--- config.mk ---
export PLATFORM = sky130hd
export DESIGN_NAME = barker_sync_flat
export DESIGN_NICKNAME = d
export VERILOG_FILES = /design/src/rtl/barker_sync_if.sv /design/src/rtl/barker_sync.sv /design/src/flat_wrapper.sv
export SDC_FILE = /design/constraint.sdc
export NUM_CORES = 1
export LEC_CHECK = 0
export CAP_MARGIN = 30
export CORE_MARGIN = 3
export CORE_UTILIZATION = 36
export DETAILED_ROUTE_END_ITERATION = 8
export SLEW_MARGIN = 10
export SYNTH_ARGS = -nofsm -noshare
export SYNTH_HDL_FRONTEND = slang
export SYNTH_SLANG_ARGS = --single-unit
--- constraint.sdc ---
create_clock -name clk_sig -period 3.3 [get_ports clk_sig]
set_clock_uncertainty 0.15 [all_clocks]
set_input_delay 0.66 -clock clk_sig [delete_from_list [all_inputs] [get_ports clk_sig]]
set_output_delay 0.66 -clock clk_sig [all_outputs]
set_load 0.01 [all_outputs]
--- src/rtl/barker_sync_if.sv ---
// Bit-strobe input / correlation, sync and payload output bundle for barker_sync.
// slave = synchroniser side, master = demodulator/decoder side.
interface barker_sync_if;
  logic       en_p;
  logic       bit_in;
  logic [3:0] corr;
  logic       sync_p;
  logic       locked;
  logic       data_out;
  logic       data_valid;
  logic       frame_end_p;
  logic       polarity;

  modport slave (
    input  en_p, bit_in,
    output corr, sync_p, locked, data_out, data_valid, frame_end_p, polarity
  );

  modport master (
    output en_p, bit_in,
    input  corr, sync_p, locked, data_out, data_valid, frame_end_p, polarity
  );
endinterface

--- src/rtl/barker_sync.sv ---
// Barker-7 frame synchroniser: payload out 1 cycle after its en_p edge; no backpressure (strobe driven).
// BARKER_POLARITY_EN: also lock on the inverted code and un-invert the payload.
module barker_sync #(
  parameter logic [6:0] BARKER_CODE = 7'b1110010,
  parameter int         THRESH      = 7,
  parameter int         FRAME_LEN   = 32
) (
  input  logic          clk_sig,
  input  logic          rst,
  barker_sync_if.slave  bus
);

  localparam int                CW     = $clog2(FRAME_LEN);
  localparam logic [CW-1:0]     LAST   = CW'(FRAME_LEN - 1);
  localparam logic signed [4:0] POS_TH = 5'(THRESH);
`ifdef BARKER_POLARITY_EN
  localparam logic signed [4:0] NEG_TH = -POS_TH;
`endif

  typedef enum logic {SEARCH, LOCKED} state_t;

  state_t            state_q, state_d;
  logic [6:0]        win_q, win_d, win_nxt;
  logic [2:0]        fill_q, fill_d, fill_nxt;
  logic [2:0]        m_cnt;
  logic [CW-1:0]     cnt_q, cnt_d;
  logic [3:0]        corr_q, corr_d, corr_nxt;
  logic signed [4:0] corr_ext;
  logic              sync_q, sync_d;
  logic              locked_q, locked_d;
  logic              data_q, data_d;
  logic              dvld_q, dvld_d;
  logic              fend_q, fend_d;
  logic              pol_q, pol_d;

  // Correlator on the window as it will be after this strobe.
  always_comb begin
    win_nxt = {win_q[5:0], bus.bit_in};
    m_cnt   = '0;
    for (int i = 0; i < 7; i++) begin
      m_cnt = m_cnt + {2'b00, ~(win_nxt[i] ^ BARKER_CODE[i])};
    end
    corr_nxt = {m_cnt, 1'b0} - 4'd7;
    corr_ext = {corr_nxt[3], corr_nxt};
    fill_nxt = (fill_q == 3'd7) ? 3'd7 : fill_q + 3'd1;
  end

  always_comb begin
    state_d  = state_q;
    win_d    = win_q;
    fill_d   = fill_q;
    cnt_d    = cnt_q;
    corr_d   = corr_q;
    locked_d = locked_q;
    data_d   = data_q;
    pol_d    = pol_q;
    sync_d   = 1'b0;
    dvld_d   = 1'b0;
    fend_d   = 1'b0;

    if (bus.en_p) begin
      win_d  = win_nxt;
      corr_d = corr_nxt;
      fill_d = fill_nxt;
      case (state_q)
        SEARCH: begin
          if (fill_nxt == 3'd7 && corr_ext >= POS_TH) begin
            sync_d   = 1'b1;
            locked_d = 1'b1;
            cnt_d    = '0;
            pol_d    = 1'b0;
            state_d  = LOCKED;
          end
`ifdef BARKER_POLARITY_EN
          else if (fill_nxt == 3'd7 && corr_ext <= NEG_TH) begin
            sync_d   = 1'b1;
            locked_d = 1'b1;
            cnt_d    = '0;
            pol_d    = 1'b1;
            state_d  = LOCKED;
          end
`endif
        end
        LOCKED: begin
          data_d = bus.bit_in ^ pol_q;
          dvld_d = 1'b1;
          cnt_d  = cnt_q + CW'(1);
          // Clearing fill forces a full 7-bit refill before the next sync.
          if (cnt_q == LAST) begin
            fend_d   = 1'b1;
            locked_d = 1'b0;
            fill_d   = '0;
            cnt_d    = '0;
            state_d  = SEARCH;
          end
        end
        default: state_d = SEARCH;
      endcase
    end
  end

  always_ff @(posedge clk_sig or posedge rst) begin
    if (rst) begin
      state_q  <= SEARCH;
      win_q    <= '0;
      fill_q   <= '0;
      cnt_q    <= '0;
      corr_q   <= '0;
      sync_q   <= 1'b0;
      locked_q <= 1'b0;
      data_q   <= 1'b0;
      dvld_q   <= 1'b0;
      fend_q   <= 1'b0;
      pol_q    <= 1'b0;
    end else begin
      state_q  <= state_d;
      win_q    <= win_d;
      fill_q   <= fill_d;
      cnt_q    <= cnt_d;
      corr_q   <= corr_d;
      sync_q   <= sync_d;
      locked_q <= locked_d;
      data_q   <= data_d;
      dvld_q   <= dvld_d;
      fend_q   <= fend_d;
      pol_q    <= pol_d;
    end
  end

  assign bus.corr        = corr_q;
  assign bus.sync_p      = sync_q;
  assign bus.locked      = locked_q;
  assign bus.data_out    = data_q;
  assign bus.data_valid  = dvld_q;
  assign bus.frame_end_p = fend_q;
  assign bus.polarity    = pol_q;

endmodule

--- src/flat_wrapper.sv ---
// flat-port wrapper written by rule: the top's interface ports become plain ports
module barker_sync_flat 
#(
  parameter logic [6:0] BARKER_CODE = 7'b1110010,
  parameter int         THRESH      = 7,
  parameter int         FRAME_LEN   = 32
)
  (clk_sig, rst, bus_en_p, bus_bit_in, bus_corr, bus_sync_p, bus_locked, bus_data_out, bus_data_valid, bus_frame_end_p, bus_polarity);
  barker_sync_if bus_i ();
  input  logic clk_sig;
  input  logic rst;
  input wire logic [$bits(bus_i.en_p)-1:0] bus_en_p;
  input wire logic [$bits(bus_i.bit_in)-1:0] bus_bit_in;
  output wire logic [$bits(bus_i.corr)-1:0] bus_corr;
  output wire logic [$bits(bus_i.sync_p)-1:0] bus_sync_p;
  output wire logic [$bits(bus_i.locked)-1:0] bus_locked;
  output wire logic [$bits(bus_i.data_out)-1:0] bus_data_out;
  output wire logic [$bits(bus_i.data_valid)-1:0] bus_data_valid;
  output wire logic [$bits(bus_i.frame_end_p)-1:0] bus_frame_end_p;
  output wire logic [$bits(bus_i.polarity)-1:0] bus_polarity;
  assign bus_i.en_p = bus_en_p;
  assign bus_i.bit_in = bus_bit_in;
  assign bus_corr = bus_i.corr;
  assign bus_sync_p = bus_i.sync_p;
  assign bus_locked = bus_i.locked;
  assign bus_data_out = bus_i.data_out;
  assign bus_data_valid = bus_i.data_valid;
  assign bus_frame_end_p = bus_i.frame_end_p;
  assign bus_polarity = bus_i.polarity;
  barker_sync #(.BARKER_CODE(BARKER_CODE), .THRESH(THRESH), .FRAME_LEN(FRAME_LEN)) u_core (.clk_sig(clk_sig), .rst(rst), .bus(bus_i));
endmodule
==> metrics.yaml <==
run_status:
  status: "completed"
synthesis:
  synth_area_per_cell_um2: 11.7
  yosysTopAreaCell: "dfrtp_1"
  synth_area_leaders: "dfrtp_1, mux2_2, ha_1"
  synth-seq-cells: 24
  synth_cell_types: 29
  synth_top_area_share_pct: 51.3
  async_reset_ff_share_pct: 100
  synth_most_common_cell: "dfrtp_1"
  synthTopCellsByCount: "dfrtp_1, nand2_1, inv_1"
  syn_nets: 113
  synth_edf_count: 0
  ys_seq_area_share_pct: 51.3
  yosysWarnings: 0
  ys.flop_type: "dfrtp_1"
  synthesis.area_um2: 1170
  netlist_instances: 100
placed_design:
  gp_congestion: 0.735
  io_buffers: 12
  dp.cells: 155
  hpwl_um: 1430
power_and_ir_drop:
  power_density_nw_per_um2: 808
  ir_drop_mv: 0.280
  p_leak_uw: 0.000669
setup_path:
  crit_path_frequent_cell: "fa_1"
  slowest_stage: "fa_1"
  critPathMaxStageDelay_ns: 0.52
  worst-path-stages: 12
  r2r_cells: 10
  endpoint_kind: "flop"
  critPathArrivalTime_ns: 3.27
  worstSetupPathType: "in -> reg"
  crit_buf_inv: 4
  critPathLaunchType: "primary input"
  required_ns: 3.36
  cp_top_family: "adder cells"
  crit_fanout: 6
  cp_cell_sequence: "buf_8 -> inv_12 -> ha_4 -> fa_1 -> inv_2 -> fa_1 -> inv_1 -> ha_2 -> fa_1 -> nand2_2 -> nor3_4 -> o22ai_1"
clocking:
  clock_sinks: 24
  cts_root_buffer: "clkbuf_4"
  clockBufferDepth: 2
  cts.clk_slew.worst_paths_ns: 0.14
  cts_buffers: 3
  htreeDepth: 1
  clk_latency_ns: 0.32
  cts_tree: "yes"
finish:
  drive_above_1_share_pct: 23.9
  final_cells: 161
  seq_area_um2: 601
  fillers: 297
  area_growth_pct: 24.5
  nets: 131
  multi_input_area_um2: 526
  diodes: 0
grt:
  grt_pass1_vias: 791
  antenna_found_initial: 0
  grt_pass1_wl_um: 3420
  grt_use_total_pct: 10.8
  grt-ovfl-total: 0
  grt_max_degree: 25
job:
  cap_violations: 0
timing:
  fmax_mhz: 312
  rsz0062_at_grt: "no"
  setup_viol_count_final: 0
  finalHoldViolCount: 0
  whs_ns: 0.330
  min_period_ns: 3.21
  min_period_over_period_pct: 97.3
  slew_violations: 0
detailed_routing:
  post-route-drc-count: 0
  wl_per_cell_um: 11.8
  dr.pass1.iters: 4
  totalWireLength_um: 1890
  num_vias: 744
  ant_nets: 0
  drt_iter0_drc: 36
  vias_per_cell: 4.62
floorplanning:
  io_pins: 14
  die_w_um: 63.0
  start_util_pct: 38.0
  row_count: 20
  core_area_um2: 3080
  die_y_um: 63.0
  die_area_um2: 3970
min_path:
  hold_class: "reg -> reg"
  hold_depth: 1
-- cell families (layout without fill, tap and decap cells) --
| group | after synthesis | count (layout) | synth area share, % |
|---|---|---|---|
| flip-flops | 24 | 24 | 51.3 |
| AND/OR/NAND/NOR | 25 | 25 | 12.8 |
| XOR/XNOR | 1 | 1 | 1.39 |
| other | 1 | 1 | 0.320 |
| adder cells (fa/ha/maj) | 9 | 9 | 11.5 |
| AO/OA/AOI/OAI | 16 | 16 | 8.33 |
| buffers and inverters | 15 | 32 | 5.88 |
| multiplexers | 9 | 9 | 8.44 |
-- cell type report --
cell class / instances / area share, %
clock inverters: 1 / 2.06
inverters: 11 / 3.69
multi-input cells: 61 / 36.1
clock buffers: 3 / 1.55
repair buffers: 17 / 11.7
well taps: 44 / 3.78
flip-flops and latches: 24 / 41.2
-- flip-flops by register name, summed over array words and instances, names as in the netlist --
register                cells
u_core.bus.data_valid       1
u_core.cnt_q                5
u_core.bus.corr             4
u_core.bus.frame_end_p      1
u_core.fill_q               3
u_core.win_q                6
u_core.state_q              1
u_core.bus.locked           1
u_core.bus.sync_p           1
u_core.bus.data_out         1
-- cell usage in the layout (no fill, tap or decap), types with 2 or more instances in the layout --
cell type        netlist  routed
o21ai_0                6       5
buf_4                  3       4
mux2_2                 7       7
a21oi_1                3       3
dfrtp_1               24      24
buf_8                  0       2
mux2i_1                2       2
fa_1                   3       3
nand3_1                2       2
clkdlybuf4s50_1        0      11
o22ai_1                2       2
clkbuf_4               0       3
ha_1                   6       4
nand2_2                1       2
inv_1                 11       9
nor2b_1                2       2
nand2_1               12      11
-- final timing paths --
path	end	slack (ns)	startpoint
max in group asynchronous	u_core.bus.corr[2]	2.07	rst
hold reg to reg	u_core.bus.corr[0]	0.33	u_core.bus.corr[0]
setup reg to reg	u_core.cnt_q[3]	0.14	u_core.win_q[0]
setup / recovery	u_core.cnt_q[3]	0.09	bus_bit_in
hold / removal	u_core.bus.corr[0]	0.33	u_core.bus.corr[0]
min in group asynchronous	u_core.bus.corr[1]	0.48	rst
-- metal layers --
metal  vias to the layer above  global-route usage (%)  share of wire [%]
met5                         -                       0                  0
met4                         0                    4.96               0.63
met3                         2                    2.34                4.1
met2                        14                    17.8                 49
met1                       362                    13.5                 46
li1                        366                       -                  -
-- metrics by stage --
stage	power, uW	utilization [%]	TNS (ns)	instance area (um^2)	worst slack [ns]
finish	1180	47.4	0	1460	0.0901
global route	1280	47.4	0	1460	0.00650
CTS	1180	46.2	0	1420	0.0104
detailed placement	963	44.6	-8.06	1370	-0.848
global placement	945	44.6	-7.62	1370	-0.793
floorplan	795	-	-0.158	1200	-0.0329
-- report_power, final --
part | total (uW) | leakage (uW) | internal (uW) | switching (uW)
Clock | 215 | 0.0000279 | 123 | 91.9
Sequential | 460 | 0.000285 | 386 | 73.5
Combinational | 503 | 0.000356 | 269 | 234
Total | 1180 | 0.000669 | 778 | 400
-- repair_timing --
| action | in CTS | in global routing |
|---|---|---|
| gates resized for setup | 6 | 4 |
| setup buffers | 0 | 1 |
| hold buffers | 0 | 0 |
| pin swaps | 1 | 7 |
| endpoints found under the setup margin | 10 | 6 |
Note: power is estimated with default switching activity, not from simulation.
